[src/rtl/interleaved_stream_splitter.sv]
//==============================================================================
// Module      : interleaved_stream_splitter
// Description : Splits one valid/ready stream into two lanes in strict
//               alternation, each lane backed by a 2-entry head/skid buffer.
//               Define SPLITTER_SEQ_TAG_EN to add per-lane sequence tags.
// Revision    : 1.0 - initial release
//==============================================================================
`default_nettype none

module interleaved_stream_splitter #(
    parameter int DATA_WIDTH = 8,
    parameter int TAG_WIDTH  = 8
) (
    input  logic                  clk,
    input  logic                  rst,
    input  logic [DATA_WIDTH-1:0] in_data,
    input  logic                  in_valid,
    output logic                  in_ready,
    output logic [DATA_WIDTH-1:0] lane0_data,
    output logic                  lane0_valid,
    input  logic                  lane0_ready,
    output logic [DATA_WIDTH-1:0] lane1_data,
    output logic                  lane1_valid,
    input  logic                  lane1_ready,
    output logic [2:0]            count,
    input  logic                  clear
`ifdef SPLITTER_SEQ_TAG_EN
    ,
    output logic [TAG_WIDTH-1:0]  lane0_tag,
    output logic [TAG_WIDTH-1:0]  lane1_tag
`endif
);

    localparam logic [1:0] c_OCC_EMPTY = 2'd0;
    localparam logic [1:0] c_OCC_ONE   = 2'd1;
    localparam logic [1:0] c_OCC_FULL  = 2'd2;

    logic                       w_flush;
    logic                       w_in_exec;
    logic                       r_in_sel;
    logic [2:0]                 r_count;
    logic [1:0]                 w_push;
    logic [1:0]                 w_pop;
    logic [1:0]                 w_lane_ready;
    logic [1:0][1:0]            w_occ;
    logic [1:0][DATA_WIDTH-1:0] w_head;

    assign w_flush      = rst | clear;
    assign w_lane_ready = {lane1_ready, lane0_ready};

    // Depends only on registered state so there is no ready-to-ready path.
    assign in_ready  = (w_occ[r_in_sel] != c_OCC_FULL);
    assign w_in_exec = in_valid & in_ready;

`ifdef SPLITTER_SEQ_TAG_EN
    logic [TAG_WIDTH-1:0]       r_tag_cnt;
    logic [1:0][TAG_WIDTH-1:0]  w_head_tag;

    always_ff @(posedge clk) begin
        if (w_flush) begin
            r_tag_cnt <= '0;
        end else if (w_in_exec) begin
            r_tag_cnt <= r_tag_cnt + 1'b1;
        end
    end

    assign lane0_tag = w_head_tag[0];
    assign lane1_tag = w_head_tag[1];
`endif

    always_ff @(posedge clk) begin
        if (w_flush) begin
            r_in_sel <= 1'b0;
        end else if (w_in_exec) begin
            r_in_sel <= ~r_in_sel;
        end
    end

    always_ff @(posedge clk) begin
        if (w_flush) begin
            r_count <= 3'd0;
        end else begin
            r_count <= r_count + 3'(w_in_exec) - 3'(w_pop[0]) - 3'(w_pop[1]);
        end
    end

    assign count = r_count;

    generate
        for (genvar gi = 0; gi < 2; gi++) begin : g_lane
            logic [1:0]            r_occ;
            logic [DATA_WIDTH-1:0] r_head;
            logic [DATA_WIDTH-1:0] r_skid;
            logic                  w_to_head;

            assign w_push[gi] = w_in_exec & (r_in_sel == 1'(gi));
            assign w_pop[gi]  = (r_occ != c_OCC_EMPTY) & w_lane_ready[gi];
            assign w_occ[gi]  = r_occ;
            assign w_head[gi] = r_head;

            // A push bypasses skid when the head is free or leaving this cycle.
            assign w_to_head = (r_occ == c_OCC_EMPTY) ||
                               ((r_occ == c_OCC_ONE) && w_pop[gi]);

            always_ff @(posedge clk) begin
                if (w_flush) begin
                    r_occ  <= c_OCC_EMPTY;
                    r_head <= '0;
                    r_skid <= '0;
                end else begin
                    if (w_pop[gi] && (r_occ == c_OCC_FULL)) begin
                        r_head <= r_skid;
                    end
                    if (w_push[gi]) begin
                        if (w_to_head) begin
                            r_head <= in_data;
                        end else begin
                            r_skid <= in_data;
                        end
                    end
                    case ({w_push[gi], w_pop[gi]})
                        2'b10:   r_occ <= r_occ + 2'd1;
                        2'b01:   r_occ <= r_occ - 2'd1;
                        default: r_occ <= r_occ;
                    endcase
                end
            end

`ifdef SPLITTER_SEQ_TAG_EN
            logic [TAG_WIDTH-1:0] r_head_tag;
            logic [TAG_WIDTH-1:0] r_skid_tag;

            assign w_head_tag[gi] = r_head_tag;

            always_ff @(posedge clk) begin
                if (w_flush) begin
                    r_head_tag <= '0;
                    r_skid_tag <= '0;
                end else begin
                    if (w_pop[gi] && (r_occ == c_OCC_FULL)) begin
                        r_head_tag <= r_skid_tag;
                    end
                    if (w_push[gi]) begin
                        if (w_to_head) begin
                            r_head_tag <= r_tag_cnt;
                        end else begin
                            r_skid_tag <= r_tag_cnt;
                        end
                    end
                end
            end
`endif
        end
    endgenerate

    assign lane0_valid = (w_occ[0] != c_OCC_EMPTY);
    assign lane1_valid = (w_occ[1] != c_OCC_EMPTY);
    assign lane0_data  = w_head[0];
    assign lane1_data  = w_head[1];

endmodule

`default_nettype wire

[config.mk]
export PLATFORM = sky130hd
export DESIGN_NAME = interleaved_stream_splitter
export DESIGN_NICKNAME = d
export VERILOG_FILES = /design/src/rtl/interleaved_stream_splitter.sv
export SDC_FILE = /design/constraint.sdc
export NUM_CORES = 1
export LEC_CHECK = 0
export CELL_PAD_IN_SITES_DETAIL_PLACEMENT = 1
export CELL_PAD_IN_SITES_GLOBAL_PLACEMENT = 2
export CORE_MARGIN = 1
export CORE_UTILIZATION = 29
export CTS_CLUSTER_SIZE = 24
export DETAILED_ROUTE_END_ITERATION = 12
export GPL_TIMING_DRIVEN = 1
export PLACE_DENSITY_LB_ADDON = 0.1
export SYNTH_ARGS = -nofsm -noshare
export SYNTH_HDL_FRONTEND = slang
export SYNTH_SLANG_ARGS = --single-unit
export TNS_END_PERCENT = 10
[constraint.sdc]
create_clock -name clk -period 2.25 [get_ports clk]
set_input_delay 0.225 -clock clk [delete_from_list [all_inputs] [get_ports clk]]
set_output_delay 0.225 -clock clk [all_outputs]
set_load 0.005 [all_outputs]
==> results of run 1 <==
-- flip-flops by register name (all words and copies together), names as in the netlist --
register       cells
lane1_data         8
count              3
g_lane.r_skid     16
lane0_data         8
r_in_sel           1
g_lane.r_occ       4
-- tightest hold or removal path: cells and delay by family (launching register included) --
family             cells  cell delay [ps]
DFF                    1              310
AOI/OAI and AO/OA      2              120
-- metrics by stage --
step | hold slack (ps) | power [uW] | setup WS (ps) | cells | TNS (ps)
final | 471.8 | 1610 | 148.4 | 382 | 0
after global routing | 496.1 | 1692 | -22.12 | 382 | -22.12
after CTS | 475.3 | 1619 | 44.23 | 381 | 0
after detailed placement | 462.8 | 1116 | -77.37 | 373 | -77.37
after global placement | 459.0 | 1110 | -6.981 | 373 | -6.981
after floorplan | 375.0 | 979.5 | 58.01 | 242 | 0
-- final timing paths --
kind	cells after the start	from	to	slack [ps]
worst min register to register	2	g_lane[0].r_skid[5]	g_lane[0].r_skid[5]	470
worst max register to register	13	g_lane[0].r_occ[1]	count[2]	150
worst max-delay path	13	g_lane[0].r_occ[1]	count[2]	150
worst min-delay path	2	g_lane[0].r_skid[5]	g_lane[0].r_skid[5]	470
-- routing by layer --
| layer | vias up | routed length (microns) | track usage [%] |
|---|---|---|---|
| met5 | - | 0 | 0 |
| met1 | 946 | 2998 | 21.84 |
| li1 | 966 | - | - |
| met4 | 0 | 67 | 5.718 |
| met2 | 31 | 2867 | 27.06 |
| met3 | 5 | 206 | 2.308 |
-- area by class of cell --
type                            instances  share of cell area, %
Timing Repair Buffer                   55                  18.37
Inverter                               11                  1.478
Clock buffer                            5                  2.464
Clock inverter                          3                 0.6720
Sequential cell                        40                  28.76
Multi-Input combinational cell        169                  43.82
Tap cell                               99                  4.435
-- synthesized netlist by cell type --
master / number
dfxtp_1: 40
nand2_1: 34
a21oi_1: 17
nand4_1: 16
a311oi_1: 14
nor4_1: 14
o31ai_1: 14
ha_1: 12
inv_1: 11
nor2_1: 9
buf_4: 8
xor2_1: 6
nor2b_1: 5
buf_2: 4
buf_6: 4
clkbuf_1: 4
nand2b_1: 3
a211oi_1: 2
a21o_1: 2
a311oi_2: 2
and2_1: 2
and3b_1: 2
nand3_4: 2
nand3b_1: 2
nor4_4: 2
o31ai_2: 2
a21oi_2: 1
a21oi_4: 1
buf_12: 1
clkbuf_2: 1
mux2i_1: 1
nand2_2: 1
o21ai_0: 1
or2_1: 1
xnor2_1: 1
-- kinds of logic (layout without fill, tap and decap cells) --
logic type / Yosys count / in the layout / synth area share [%]
AND/OR/NAND/NOR: 93 / 93 / 24.39
adder cells (fa/ha/maj): 12 / 12 / 6.853
multiplexers: 1 / 1 / 0.4569
flip-flops: 40 / 40 / 36.55
buffers and inverters: 33 / 74 / 9.423
AO/OA/AOI/OAI: 56 / 56 / 19.53
XOR/XNOR: 7 / 7 / 2.798
-- power breakdown --
part / leakage, uW / total (uW) / internal [uW] / switching, uW
Sequential: 0.000325 / 746 / 732 / 14.0
Combinational: 0.000573 / 366 / 164 / 202
Clock: 0.0000479 / 499 / 217 / 282
Total: 0.000946 / 1610 / 1110 / 498
-- timing repair --
action	4_1_cts	5_1_grt
hold endpoints to repair	0	0
buffers inserted	0	1
endpoints found under the setup margin	0	1
resized for setup	0	12
==> results.yml, run 1 <==
layout:
  fin_util_pct: 38.30
  multi_input_area_sq_um: 1224
  area_delta_synth_final_pct: 27.47
  num-nets-final: 308
  final_common_cell: "dfxtp_1"
  fin_area_sq_um: 2793
  regArea_sq_um: 803.3
  antenna_cells: 0
  num-fill-cells: 869
  drive_gt1_share_pct: 17.31
  final_cell_mix: "dfxtp_1, clkdlybuf4s50_1, nand2_1, buf_4, a21oi_1"
die:
  io-pin-count: 36
  die_x_microns: 88.92
  die_h_microns: 88.92
  coreArea_sq_um: 7292
  num_rows: 31
  die_area_sq_um: 7906
  initial_utilization_pct: 30.04
yosys:
  synth-seq-cells: 40
  synth_warnings: 0
  syn-cell-area_sq_um: 2191
  synthTopCellsByArea: "dfxtp_1, ha_1, nand2_1"
  seq_area_frac_synth_pct: 36.55
  syn_inst: 242
  synth_top_area_share_pct: 36.55
  yosysTopAreaCell: "dfxtp_1"
  synth_nets: 268
  syn_avg_cell_area_sq_um: 9.053
  ys_types: 35
setup_path:
  required_ps: 2430
  cp.arrival_ps: 2280
  cp_slowest_cell: "dfxtp_2"
  cp_max_fo: 3
  cp-end-kind: "flop"
  cp_cell_sequence: "inv_2, ha_2, nor2b_1, buf_4, xor2_2, ha_2, nor2_1, ha_1, inv_2, ha_4, xor2_2, xnor2_1, nor2_1"
  critPathMaxStageDelay_ps: 330
  startpoint_type: "flop"
  path_buf_inv: 3
  criticalPathCategory: "reg -> reg"
  cpLargestDelayFamily: "adder cells"
sta:
  period_share_pct: 93.40
  worst_pin_slew_ps: 472.5
  slew_violations: 0
  fmax_mhz: 475.8
  max-slew-margin-rel_pct: 68.43
  setup_viol: 0
  finalClockSkew_ps: 12.18
  hold_violations: 0
  min_period_ps: 2102
clock_tree:
  cts_hold_buffers: 0
  cts_buffer_depth: 2
  numCtsBuffers: 5
  htree_num_levels: 2
  clock_latency_ps: 300
  cts_tree: "yes"
  cts_num_sinks: 40
  cts-root-buf: "clkbuf_8"
  clk_pin_slew_ps: 70
power_and_ir_drop:
  power_leakage_uw: 0.0009458
  ir_drop_v: 0.0002151
  power_per_cell_area_nw_per_um2: 576.7
placement:
  place.gp.congestion: 0.6865
  numPortBuffers: 35
  post_dp_cell_area_sq_um: 2655
  hpwl_microns: 4106
worst_hold_path:
  hold_path.class: "reg -> reg"
drt:
  wl_per_cell_microns: 16.07
  drcViolationCount: 0
  drt_iter0_markers: 90
  num_vias: 1948
  drtAntennaViolNets: 0
  dr.pass1.iters: 6
  avgViaCountPerCell: 5.099
  routed_wl_microns: 6139
global_route:
  grt_pass1_wl_microns: 9791
  grt-ovfl-total: 0
  grt_usage_pct: 16.36
  antenna_found_initial: 0
  grt_pass1_vias: 1904
  grt_max_degree: 41
status:
  status: "completed"
job:
  cap_viol_max_count: 0
No activity file was read; power rests on OpenSTA's default activity.
==> run 2, diff against run 1 <==
--- a/config.mk
+++ b/config.mk
@@ -9,6 +9,7 @@
 export CELL_PAD_IN_SITES_GLOBAL_PLACEMENT = 2
 export CORE_MARGIN = 1
 export CORE_UTILIZATION = 29
+export CTS_CLUSTER_DIAMETER = 80
 export CTS_CLUSTER_SIZE = 24
 export DETAILED_ROUTE_END_ITERATION = 12
 export GPL_TIMING_DRIVEN = 1
==> results of run 2 <==
The final DEF is identical to that of run 1; final timing and power are the same.
